<file path="src/rtl/gtx_align_monitor_pkg.sv">
// Shared definitions for the GTX multi-lane alignment monitor:
// lane FSM state encoding and the counter-width helper.
package gtx_align_pkg;

  localparam logic [1:0] ST_UNLOCKED = 2'd0;
  localparam logic [1:0] ST_LOCKING  = 2'd1;
  localparam logic [1:0] ST_ALIGNED  = 2'd2;
  localparam logic [1:0] ST_REALIGN  = 2'd3;

  // Bits needed to hold values 0..max_val inclusive.
  function automatic int cnt_width(input int max_val);
    return (max_val < 1) ? 1 : $clog2(max_val + 1);
  endfunction

endpackage

</file>
<file path="src/rtl/gtx_align_monitor_if.sv">
// Status/strobe bundle between the GTX RX wrapper side (master) and the
// alignment monitor (slave).
interface gtx_align_if #(
  parameter int NLANES = 4,
  parameter int CW     = 8
) ();

  logic [NLANES-1:0]    comma_detected;
  logic [NLANES-1:0]    code_err;
  logic                 sticky_clear;
  logic [NLANES-1:0]    aligned;
  logic                 all_aligned;
  logic [NLANES-1:0]    realign_req;
  logic [NLANES-1:0]    loss_sticky;
  logic [NLANES*CW-1:0] loss_count;

  modport master (
    output comma_detected, code_err, sticky_clear,
    input  aligned, all_aligned, realign_req, loss_sticky, loss_count
  );

  modport slave (
    input  comma_detected, code_err, sticky_clear,
    output aligned, all_aligned, realign_req, loss_sticky, loss_count
  );

endinterface

</file>
<file path="src/rtl/gtx_align_lane.sv">
// One lane of byte-alignment qualification: lock/loss hysteresis FSM,
// timed realign request and saturating loss statistics.
module gtx_align_lane
  import gtx_align_pkg::*;
#(
  parameter int LOCK_THRESHOLD = 20,
  parameter int MISS_THRESHOLD = 1023,
  parameter int ERR_LIMIT      = 4,
  parameter int REALIGN_HOLD   = 16,
  parameter int CW             = 8
) (
  input  logic          ref_clk,
  input  logic          reset,
  input  logic          comma_detected,
  input  logic          code_err,
  input  logic          sticky_clear,
  output logic          aligned,
  output logic          realign_req,
  output logic          loss_sticky,
  output logic [CW-1:0] loss_count
);

  localparam int MISS_W  = cnt_width(MISS_THRESHOLD);
  localparam int COMMA_W = cnt_width(LOCK_THRESHOLD);
  localparam int ERR_W   = cnt_width(ERR_LIMIT);
  localparam int HOLD_W  = cnt_width(REALIGN_HOLD);

  localparam logic [MISS_W-1:0]  MISS_MAX   = MISS_W'(MISS_THRESHOLD);
  localparam logic [MISS_W-1:0]  MISS_LAST  = MISS_W'(MISS_THRESHOLD - 1);
  localparam logic [COMMA_W-1:0] COMMA_ONE  = COMMA_W'(1);
  localparam logic [COMMA_W-1:0] COMMA_LAST = COMMA_W'(LOCK_THRESHOLD - 1);
  localparam logic [ERR_W-1:0]   ERR_MAX    = ERR_W'(ERR_LIMIT);
  localparam logic [ERR_W-1:0]   ERR_LAST   = ERR_W'(ERR_LIMIT - 1);
  localparam logic [HOLD_W-1:0]  HOLD_LAST  = HOLD_W'(REALIGN_HOLD - 1);

  logic [1:0]         state_q, state_d;
  logic [MISS_W-1:0]  miss_q, miss_d, miss_next;
  logic [COMMA_W-1:0] comma_q, comma_d;
  logic [ERR_W-1:0]   err_q, err_d, err_next;
  logic [HOLD_W-1:0]  hold_q, hold_d;
  logic [CW-1:0]      loss_q, loss_d;
  logic               sticky_q, sticky_d;
  logic               clean_comma;
  logic               lost;

  // A comma coinciding with a code error is treated as an error only.
  assign clean_comma = comma_detected & ~code_err;

  always_comb begin
    miss_next = miss_q;
    if (comma_detected)        miss_next = '0;
    else if (miss_q != MISS_MAX) miss_next = miss_q + 1'b1;

    err_next = '0;
    if (code_err) err_next = (err_q != ERR_MAX) ? err_q + 1'b1 : err_q;

    state_d  = state_q;
    miss_d   = miss_next;
    err_d    = err_next;
    comma_d  = comma_q;
    hold_d   = hold_q;
    loss_d   = loss_q;
    sticky_d = sticky_q & ~sticky_clear;
    lost     = 1'b0;

    case (state_q)
      ST_UNLOCKED: begin
        if (clean_comma) state_d = (LOCK_THRESHOLD == 1) ? ST_ALIGNED : ST_LOCKING;
      end
      ST_LOCKING: begin
        if (code_err) begin
          state_d = ST_UNLOCKED;
        end else if (comma_detected) begin
          if (comma_q == COMMA_LAST) state_d = ST_ALIGNED;
          else                       comma_d = comma_q + 1'b1;
        end else if (miss_q == MISS_LAST) begin
          state_d = ST_UNLOCKED;
        end
      end
      ST_ALIGNED: begin
        if ((!comma_detected && miss_q == MISS_LAST) || (code_err && err_q == ERR_LAST)) begin
          state_d = ST_REALIGN;
          lost    = 1'b1;
        end
      end
      default: begin
        miss_d = '0;
        err_d  = '0;
        if (hold_q == HOLD_LAST) state_d = ST_UNLOCKED;
        else                     hold_d  = hold_q + 1'b1;
      end
    endcase

    // A new loss overrides a simultaneous sticky_clear.
    if (lost) begin
      sticky_d = 1'b1;
      if (loss_q != '1) loss_d = loss_q + 1'b1;
    end

    if (state_d != state_q) begin
      miss_d  = '0;
      err_d   = '0;
      hold_d  = '0;
      comma_d = (state_d == ST_LOCKING) ? COMMA_ONE : '0;
    end
  end

  always_ff @(posedge ref_clk) begin
    if (reset) begin
      state_q  <= ST_UNLOCKED;
      miss_q   <= '0;
      comma_q  <= '0;
      err_q    <= '0;
      hold_q   <= '0;
      loss_q   <= '0;
      sticky_q <= 1'b0;
    end else begin
      state_q  <= state_d;
      miss_q   <= miss_d;
      comma_q  <= comma_d;
      err_q    <= err_d;
      hold_q   <= hold_d;
      loss_q   <= loss_d;
      sticky_q <= sticky_d;
    end
  end

  assign aligned     = (state_q == ST_ALIGNED);
  assign realign_req = (state_q == ST_REALIGN);
  assign loss_sticky = sticky_q;
  assign loss_count  = loss_q;

endmodule

</file>
<file path="src/rtl/gtx_align_monitor.sv">
// Multi-lane GTX byte-alignment monitor: independent per-lane qualifiers
// plus a registered all-lanes-aligned flag.
module gtx_align_monitor
  import gtx_align_pkg::*;
#(
  parameter int NLANES         = 4,
  parameter int LOCK_THRESHOLD = 20,
  parameter int MISS_THRESHOLD = 1023,
  parameter int ERR_LIMIT      = 4,
  parameter int REALIGN_HOLD   = 16,
  parameter int CW             = 8
) (
  input logic        ref_clk,
  input logic        reset,
  gtx_align_if.slave bus
);

  logic [NLANES-1:0]    aligned_w;
  logic [NLANES-1:0]    realign_w;
  logic [NLANES-1:0]    sticky_w;
  logic [NLANES*CW-1:0] count_w;
  logic                 all_aligned_q, all_aligned_d;

  for (genvar i = 0; i < NLANES; i++) begin : g_lane
    gtx_align_lane #(
      .LOCK_THRESHOLD (LOCK_THRESHOLD),
      .MISS_THRESHOLD (MISS_THRESHOLD),
      .ERR_LIMIT      (ERR_LIMIT),
      .REALIGN_HOLD   (REALIGN_HOLD),
      .CW             (CW)
    ) u_lane (
      .ref_clk        (ref_clk),
      .reset          (reset),
      .comma_detected (bus.comma_detected[i]),
      .code_err       (bus.code_err[i]),
      .sticky_clear   (bus.sticky_clear),
      .aligned        (aligned_w[i]),
      .realign_req    (realign_w[i]),
      .loss_sticky    (sticky_w[i]),
      .loss_count     (count_w[i*CW +: CW])
    );
  end

  assign all_aligned_d = &aligned_w;

  always_ff @(posedge ref_clk) begin
    if (reset) all_aligned_q <= 1'b0;
    else       all_aligned_q <= all_aligned_d;
  end

  assign bus.aligned     = aligned_w;
  assign bus.realign_req = realign_w;
  assign bus.loss_sticky = sticky_w;
  assign bus.loss_count  = count_w;
  assign bus.all_aligned = all_aligned_q;

endmodule

</file>
<file path="src/flat_wrapper.sv">
// flat-port wrapper written by rule: the top's interface ports become plain ports
module gtx_align_monitor_flat import gtx_align_pkg::*;
#(
  parameter int NLANES         = 4,
  parameter int LOCK_THRESHOLD = 20,
  parameter int MISS_THRESHOLD = 1023,
  parameter int ERR_LIMIT      = 4,
  parameter int REALIGN_HOLD   = 16,
  parameter int CW             = 8
)
  (ref_clk, reset, bus_comma_detected, bus_code_err, bus_sticky_clear, bus_aligned, bus_all_aligned, bus_realign_req, bus_loss_sticky, bus_loss_count);
  gtx_align_if #(.NLANES(NLANES), .CW(CW)) bus_i ();
  input logic ref_clk;
  input logic reset;
  input wire logic [$bits(bus_i.comma_detected)-1:0] bus_comma_detected;
  input wire logic [$bits(bus_i.code_err)-1:0] bus_code_err;
  input wire logic [$bits(bus_i.sticky_clear)-1:0] bus_sticky_clear;
  output wire logic [$bits(bus_i.aligned)-1:0] bus_aligned;
  output wire logic [$bits(bus_i.all_aligned)-1:0] bus_all_aligned;
  output wire logic [$bits(bus_i.realign_req)-1:0] bus_realign_req;
  output wire logic [$bits(bus_i.loss_sticky)-1:0] bus_loss_sticky;
  output wire logic [$bits(bus_i.loss_count)-1:0] bus_loss_count;
  assign bus_i.comma_detected = bus_comma_detected;
  assign bus_i.code_err = bus_code_err;
  assign bus_i.sticky_clear = bus_sticky_clear;
  assign bus_aligned = bus_i.aligned;
  assign bus_all_aligned = bus_i.all_aligned;
  assign bus_realign_req = bus_i.realign_req;
  assign bus_loss_sticky = bus_i.loss_sticky;
  assign bus_loss_count = bus_i.loss_count;
  gtx_align_monitor #(.NLANES(NLANES), .LOCK_THRESHOLD(LOCK_THRESHOLD), .MISS_THRESHOLD(MISS_THRESHOLD), .ERR_LIMIT(ERR_LIMIT), .REALIGN_HOLD(REALIGN_HOLD), .CW(CW)) u_core (.ref_clk(ref_clk), .reset(reset), .bus(bus_i));
endmodule
</file>
<file path="config.mk">
export PLATFORM = sky130hd
export DESIGN_NAME = gtx_align_monitor_flat
export DESIGN_NICKNAME = d
export VERILOG_FILES = /design/src/rtl/gtx_align_monitor_pkg.sv /design/src/rtl/gtx_align_monitor_if.sv /design/src/rtl/gtx_align_lane.sv /design/src/rtl/gtx_align_monitor.sv /design/src/flat_wrapper.sv
export SDC_FILE = /design/constraint.sdc
export NUM_CORES = 1
export LEC_CHECK = 0
export ABC_AREA = 1
export BUFFER_PORTS_ARGS = -buffer_cell sky130_fd_sc_hd__buf_2
export CORE_MARGIN = 2
export CORE_UTILIZATION = 50
export CTS_BUF_LIST = sky130_fd_sc_hd__clkbuf_2 sky130_fd_sc_hd__clkbuf_4 sky130_fd_sc_hd__clkbuf_8
export CTS_CLUSTER_DIAMETER = 80
export DETAILED_ROUTE_END_ITERATION = 10
export GPL_ROUTABILITY_DRIVEN = 0
export PLACE_DENSITY = 0.68
export SETUP_SLACK_MARGIN = 0.2
export SYNTH_ARGS = -nofsm -noshare
export SYNTH_HDL_FRONTEND = slang
export SYNTH_HIERARCHICAL = 1
export SYNTH_SLANG_ARGS = --single-unit
</file>
<file path="constraint.sdc">
create_clock -name ref_clk -period 2.95 [get_ports ref_clk]
set_input_delay 0.885 -clock ref_clk [delete_from_list [all_inputs] [get_ports ref_clk]]
set_output_delay 0.885 -clock ref_clk [all_outputs]
set_load 0.005 [all_outputs]
</file>
==> results of run 1 <==
[cell families (layout without fill, tap and decap cells)]
| group | Yosys count | after routing | synth area share (%) |
|---|---|---|---|
| buffers and inverters | 158 | 245 | 8.23 |
| flip-flops | 137 | 137 | 38.1 |
| XOR/XNOR | 69 | 69 | 8.39 |
| adder cells (fa/ha/maj) | 36 | 36 | 6.25 |
| AO/OA/AOI/OAI | 89 | 89 | 7.09 |
| AND/OR/NAND/NOR | 463 | 463 | 32.0 |
[flip-flops by register name, indices dropped and copies added, names as in the netlist]
name	count
u_core/g_lane.u_lane/miss_q	40
u_core/g_lane.u_lane/loss_count	32
u_core/g_lane.u_lane/comma_q	20
u_core/g_lane.u_lane/hold_q	20
u_core/g_lane.u_lane/err_q	12
u_core/g_lane.u_lane/state_q	8
u_core/g_lane.u_lane/loss_sticky	4
u_core/bus.all_aligned	1
[cell usage after synthesis, drive strengths merged]
library cell	instances	area [um2]
nor3	20	105
dfxtp	137	2740
xnor2	9	78.8
o31a	3	26.3
buf	4	15.0
xor2	60	526
o21ai	33	165
nor2	166	691
a21oi	51	282
nor3b	1	7.51
or2	1	6.26
ha	36	450
clkinv	1	3.75
and3	4	25.0
a21boi	2	37.5
inv	153	574
nand2	181	729
nand4	35	294
nand3	55	445
[worst register-to-register path: stages, from the launching register on]
cell and delay, ps:
sky130_fd_sc_hd__dfxtp_1 340, sky130_fd_sc_hd__ha_1 220, sky130_fd_sc_hd__and3_1 190, sky130_fd_sc_hd__ha_1 180
sky130_fd_sc_hd__nor2_2 340, sky130_fd_sc_hd__inv_1 170, sky130_fd_sc_hd__nand4_4 180, sky130_fd_sc_hd__nand4_4 180
sky130_fd_sc_hd__nor2_1 150
[cell usage in the layout (no fill, tap or decap), types with 5 or more instances in the layout]
master / Yosys / layout
sky130_fd_sc_hd__a21oi_1: 46 / 46
sky130_fd_sc_hd__buf_2: 0 / 55
sky130_fd_sc_hd__clkbuf_8: 0 / 21
sky130_fd_sc_hd__dfxtp_1: 137 / 137
sky130_fd_sc_hd__ha_1: 36 / 36
sky130_fd_sc_hd__inv_1: 147 / 147
sky130_fd_sc_hd__inv_2: 6 / 6
sky130_fd_sc_hd__nand2_1: 169 / 169
sky130_fd_sc_hd__nand2_2: 8 / 8
sky130_fd_sc_hd__nand3_1: 36 / 36
sky130_fd_sc_hd__nand3_2: 9 / 9
sky130_fd_sc_hd__nand3_4: 10 / 10
sky130_fd_sc_hd__nand4_1: 30 / 30
sky130_fd_sc_hd__nand4_4: 5 / 5
sky130_fd_sc_hd__nor2_1: 149 / 149
sky130_fd_sc_hd__nor2_2: 12 / 12
sky130_fd_sc_hd__nor2_4: 5 / 5
sky130_fd_sc_hd__nor3_1: 19 / 19
sky130_fd_sc_hd__o21ai_0: 32 / 32
sky130_fd_sc_hd__xnor2_1: 9 / 9
sky130_fd_sc_hd__xor2_1: 60 / 60
[final cells by class]
type | instances | area share (%)
clock inverters | 10 | 1.45
repair buffers | 59 | 3.75
well taps | 180 | 2.77
flip-flops and latches | 137 | 33.7
inverters | 154 | 7.11
multi-input cells | 657 | 47.6
clock buffers | 22 | 3.65
[stage by stage]
| stage | setup WS (ps) | util (%) |
|---|---|---|
| 5_1_grt | 438 | 58.1 |
| 4_1_cts | 520 | 58.1 |
| 6_report | 546 | 58.1 |
| 3_5_place_dp | 672 | 55.2 |
| 3_3_place_gp | 708 | 55.2 |
| 2_1_floorplan | 981 | - |
[path summary, 6_finish.rpt]
kind,depth (start not counted),start,endpoint
worst max-delay path,3,u_core/g_lane[3].u_lane/state_q[1],bus_aligned[3]
worst min-delay path,2,u_core/g_lane[2].u_lane/loss_sticky,u_core/g_lane[2].u_lane/loss_sticky
worst max register to register,8,u_core/g_lane[3].u_lane/hold_q[0],u_core/g_lane[3].u_lane/miss_q[2]
worst min register to register,2,u_core/g_lane[2].u_lane/loss_sticky,u_core/g_lane[2].u_lane/loss_sticky
[routing by layer]
metal	global-route usage, %	vias to the layer above	routed length (um)
li1	-	3168	-
met4	5.69	0	140
met1	24.8	2600	6860
met3	5.17	11	515
met5	0	-	0
met2	29.7	73	5870
[power groups by stage]
stage	logic (uW)	clock network, uW	registers [uW]
5_1_grt	241	1700	1890
3_3_place_gp	209	0	1930
2_1_floorplan	163	0	1930
6_report	210	1570	1890
4_1_cts	212	1620	1890
3_5_place_dp	211	0	1930
==> metrics list, run 1 <==
- Across the VDD grid, the largest voltage drop is 0.000375 V.
- GRT Overall Usage: 18.7%
* Average vias per placed instance: 4.80
- The floorplan has 43 rows.
* Cell area reported after detailed placement: 7720 um2
- The critical path is of the reg2out type.
- For the worst setup path, the data arrival time is about 1500 ps.
- Clock power frac: 42.8%
- Slew Limit Fails: 0
- Of all nets on the critical path, the largest fanout is 5.
- Internal Dissipation: 2790 uW
- Max-capacitance violation count: 0
- Largest net degree at the start of global routing: 22
* Number of global-route vias before repair: between 5000 and 6000
- 0 antenna diodes ended up in the layout.
- First-pass iteration count of the detailed router: 4
* Final std cells w/o fill: 1219
- Lkg Pwr: 0.00365 uW
- Final setup TNS: 0 ps
- Setup slack, reg-to-reg: between 900 and 1000 ps
- I/O Buffers: 55
- Summed over all layers, the routed wires come to between 10000 and 15000 um.
* Final net count: between 1000 and 1500
- The completed layout was analyzed and its total power is 3670 uW.
- Final setup vio count: 0
- Count of mapped cells out of synthesis: 952
* Worst path top cell family by delay: simple AND/OR/NAND/NOR gates
- PostCTS Resize Cnt: 0
* Residual overflow from global routing: 0
- Total number of vias: 5852
- Counting I/O delays and the setup requirement, the final critical path takes between 2000 and 2500 ps.
* Power share of the sequential group: 51.4%
- Synth-to-layout area growth: 12.9%
- Once layout is done, the placed cells without fillers occupy just over 8000 um2.
* Die X: 124 um
* Launching element type of the critical path: flip-flop
* Maximum clock path buffer count: 2
- Together, buffers and inverters on the worst path number 2.
* Area occupied by multi-input gates: 3870 um2
- Final period util: 81.5%
- In this run, the number of DRC markers left after iteration 0 of detailed routing was 361.
- The Yosys step of the flow raised 6 warnings.
- At the worst endpoint, the required time is 2070 ps.
* Category of the worst setup path capture point: output pin
- Buffers added to address setup during post-CTS repair amount to 0.
- Fraction of power consumed by combinational cells: 5.7%
* Avg WL per Cell: 11.0 um
- The post-route netlist has 15.3% of its cells at a drive strength greater than 1.
- Counting every net in the synthesized netlist gives 999.
- Summing all flip-flop and latch instances after layout gives ~2700 um2.
- After detailed routing, the number of remaining DRC violations is 0.
- Status: complete, no violations
- Post-DRT Antenna Nets: 0
* Number of top-level pins: 56
- DP HPWL: between 9000 and 10000 um
- Derived from the worst setup path, the maximum achievable clock frequency is between 0.4 and 0.5 GHz.
- Clock-pin slew was measured on the worst setup and hold paths at 80 ps.
- The synthesized design contains 137 register bits.
- At the later pin of the worst-skew pair, clock insertion delay measures 440 ps.
* Part of the Yosys area used for sequential elements: between 30% and 40%
- Relative slew slack: 63.6%
- The clock drives ~140 sinks.
- Vertical extent of the die: 124 um
- Walking the worst path, the cells encountered are inv_1 -> nor2_1 -> buf_2.
* RSZ-0062 raised after global routing: false
- After synthesis the cells add up to ~7000 um2.
- Inserted Clock Buffers: 17
- Switching part of the total: 23.9%
* Largest stage delay on the critical path: ~430 ps
* Total power divided by cell area: about 450 nW/um2
- In this run the mean area of a mapped cell was between 7 and 8 um2.
* Slew at the pin closest to its max-slew limit: 544 ps
- Number of antenna violations at the first check in global routing: 0
- Once the floorplan was initialized, standard cells occupied 51.5% of the core.
- Count of endpoints failing hold in the final timing report: 0
- Final hold slack: 471 ps
* Unique cell type count in the Yosys netlist: 31
- On the critical path, the stage with the largest delay is an instance of sky130_fd_sc_hd__nor2_1.
* Worst Clk Skew: between 8 and 9 ps
- Wire length of the first global-routing pass: 23000 um
* Deepest level of the CTS H-tree: 4
- Counting the fill cells in the layout gives 1322.
- The core region is between 10000 and 15000 um2.
- The die covers between 15000 and 20000 um2.
- Library cell used as clock root buffer: sky130_fd_sc_hd__clkbuf_8
* Clock tree from TritonCTS: built
- For this design the total switching power over the nets is slightly below 900 uW.
- Counting tap cells, the placed design contains a total of between 1000 and 1500 instances.
* Count of hold buffers inserted by post-cts repair: 0
- The path class of the tightest hold or removal check is reg2reg.
(Power assumes the default switching activity.)
==> inputs of run 2 (changes only) <==
==> constraint.sdc (replaced) <==
create_clock -name ref_clk -period 2.33 [get_ports ref_clk]
set_input_delay 0.699 -clock ref_clk [delete_from_list [all_inputs] [get_ports ref_clk]]
set_output_delay 0.699 -clock ref_clk [all_outputs]
set_load 0.005 [all_outputs]
==> run 2 against run 1 <==
  * Non-clock buffer count is 3 higher
  * Worst hold slack better by 7.7 ps
  * Sequential power is 26% higher
  * Critical path depth stayed put
  * Highest routed layer unchanged
==> metrics list, run 2 (synthesis gave the netlist of run 1 again) <==
* Relative slew slack: 67.0% (+3.4 points)
* Arrival time at the worst endpoint: 1280 ps (-240 ps)
- In this run the top signal layer used is met4.
* Average vias per placed instance: 4.83 (+0.61%)
- Slew Limit Fails: 0 (unchanged)
- The count of buffers from port buffering came to 55 (unchanged).
- Metal2 WL: 5890 um (+0.24%)
- Final std cells w/o fill: 1222 (+0.25%)
* Clock edge transition at the registers on the reported setup and hold paths: 80 ps (about the same)
- Count of endpoints failing hold in the final timing report: 0 (unchanged)
- The die area is 15400 um2 (unchanged).
- Post-route minimum period: 1980 ps
- The count of maximum capacitance violations is 0 (unchanged).
- The number of buffer and inverter instances along the worst setup path came to 2 (unchanged).
* Total number of vias: 5902 (+0.85%)
* Clock tree from TritonCTS: built
- Number of antenna violations at the first check in global routing: 0 (unchanged)
- Lkg Pwr: 0.00370 uW (+1.3%)
- Post-detailed-route DRC marker count: 0 (unchanged)
* Core footprint: 14000 um2 (unchanged)
- Largest net degree at the start of global routing: 22 (unchanged)
- The total clock sinks came to 137 (unchanged).
- The total power after layout is 5020 uW (+37%).
- The depth of the CTS H-tree is 4 (unchanged).
- FMAX: 0.505 GHz
* Count of hold buffers inserted by post-cts repair: 0 (unchanged)
- Maximum clock path buffer count: 2 (unchanged)
* Avg WL per Cell: 10.9 um (-0.36%)
- In this design, the largest share of critical-path delay is due to flip-flops.
- The flip-flop count of the largest register, all copies and words added is 40 (unchanged).
- Synth-to-layout area growth: 14.4%
- The final count of negative-setup-slack endpoints came to 0 (unchanged).
- Vertical extent of the die: 124 um (unchanged)
- Number of DRC violations after detailed-routing iteration 0: 287 (-20%)
* Final net count: 1076 (+0.28%)
- Total length of routed wires: 13400 um (-0.12%)
* CP Cell Sequence: inv_1 -> nor2_2 -> buf_2
- First-pass iteration count of the detailed router: 5 (+1)
- Post-Route M1 WL: 6770 um (-1.3%)
- Maximum fanout count along the critical path: 4 (-1)
- Slew at the pin closest to its max-slew limit: 495 ps (-49.1 ps)
- The library cell used most frequently in the layout, excluding fill and tap cells, is sky130_fd_sc_hd__nand2_1.
- The final critical path takes up a little over four fifths of the cycle.
* GRT Overall Usage: 18.9% (+0.20 points)
* Post-CTS Setup Inserts: 0 (unchanged)
- Die X: 124 um (unchanged)
- Worst-path cell with the longest stage delay: sky130_fd_sc_hd__dfxtp_1
- The total overflow reported by the global router is 0 (unchanged).
- Largest stage delay on the critical path: 380 ps (-50 ps)
- Setup repair after global routing left no endpoint under its margin.
- Number of global-route vias before repair: 5345 (+1.7%)
- Most used cells in the layout excluding fill and tap cells: sky130_fd_sc_hd__nand2_1 (169), sky130_fd_sc_hd__nor2_1 (148), sky130_fd_sc_hd__inv_1 (147)
- The accumulated negative setup slack came to 0 ps (unchanged).
- DP HPWL: 9990 um (+0.74%)
- The count of filler cells inserted in the layout came to 1337 (+1.1%).
- Worst Clk Skew: 11.6 ps (+2.98 ps)
- PostCTS Resize Cnt: 1 (+1)
- The flow ran to the end, and the final reports show no timing, DRC or antenna violations.
- Total power divided by cell area: 609 nW/um2 (+35%)
* Core Rows: 43 (unchanged)
- The instance count after placement with tap cells included is 1190 (+0.25%).
- More flip-flops sit in one register than any other, and that register is u_core/g_lane.u_lane/miss_q.
- The initial cell density of the core is 51.5% (unchanged).
- Category of the worst setup path capture point: output pin
- In this run the worst hold path is classified as reg2reg.
- Inserted Clock Buffers: 17 (unchanged)
* Launching element type of the critical path: flip-flop
- Post-DRT Antenna Nets: 0 (unchanged)
* Library cell used as clock root buffer: sky130_fd_sc_hd__clkbuf_8
* Count of inserted antenna diode cells: 0 (unchanged)
- The largest voltage drop on the vdd net is 0.000579 V (+54%).
- The global-route wire length before repair was 23300 um (+0.93%).
- The number of top-level pins came to 56 (unchanged).
* Data required time at the worst endpoint: 1630 ps (-440 ps)
- The share of cells above drive strength 1 was 15.6% (+0.34 points).
* Amount of wire on met3 after detailed routing: 572 um (+11%)
- The area of combinational cells with multiple inputs is 3870 um2 (about the same).
* Path type of the worst setup path: reg2out
* Later-pin clock latency in the skew report: 440 ps (about the same)
* Area used by sequential logic in the layout: 2740 um2 (unchanged)
## run 2: cell count changes in the layout (fill, tap and decap cells not counted)
cell / change
sky130_fd_sc_hd__buf_4: +3
sky130_fd_sc_hd__bufinv_16: +4
sky130_fd_sc_hd__clkbuf_4: +1
sky130_fd_sc_hd__clkbuf_8: -2
sky130_fd_sc_hd__clkinv_2: -2
sky130_fd_sc_hd__clkinv_4: -2
sky130_fd_sc_hd__clkinvlp_4: +1
sky130_fd_sc_hd__nor2_1: -1
sky130_fd_sc_hd__nor2_2: +1
## run 2: cell type report
cell class / instances / area share, %
Multi-Input combinational cell: 657 / 47.0
Clock inverter: 11 / 2.64
Inverter: 154 / 7.02
Clock buffer: 21 / 3.36
Sequential cell: 137 / 33.3
Tap cell: 180 / 2.73
Timing Repair Buffer: 62 / 3.98
## run 2: tightest hold or removal path, cell delays in order (launching register included)
cell	delay [ps]
sky130_fd_sc_hd__dfxtp_1	310
sky130_fd_sc_hd__o21ai_0	60
sky130_fd_sc_hd__a21oi_1	60
## run 2: final timing paths
check | depth (start not counted) | slack, ps | endpoint | start
max | 3 | 350 | bus_aligned[1] | u_core/g_lane[1].u_lane/state_q[1]
min | 2 | 480 | u_core/g_lane[1].u_lane/hold_q[4] | u_core/g_lane[1].u_lane/hold_q[4]
max reg2reg | 7 | 480 | u_core/g_lane[1].u_lane/miss_q[2] | u_core/g_lane[1].u_lane/hold_q[0]
min reg2reg | 2 | 480 | u_core/g_lane[1].u_lane/hold_q[4] | u_core/g_lane[1].u_lane/hold_q[4]
## run 2: metrics by stage
| stage | area, um2 | worst slack (ps) | hold WS [ps] | util [%] |
|---|---|---|---|---|
| floorplan | 7200 | 547 | 449 | - |
| global placement | 7740 | 299 | 463 | 55.3 |
| detailed placement | 7740 | 268 | 470 | 55.3 |
| global route | 8240 | 214 | 507 | 58.9 |
| CTS | 8240 | 314 | 485 | 58.9 |
| finish | 8240 | 350 | 479 | 58.9 |
## run 2: per-layer routing
| layer | vias to the layer above | global-route usage (%) |
|---|---|---|
| li1 | 3174 | - |
| met1 | 2633 | 24.9 |
| met2 | 83 | 30.0 |
| met3 | 12 | 5.08 |
| met4 | 0 | 6.32 |
| met5 | - | 0 |
## run 2: where the power goes
part	total, uW	switching (uW)	leakage (uW)	internal (uW)
clock	2360	895	0.000243	1460
sequential	2390	25.9	0.00111	2370
combinational	267	176	0.00235	91.1
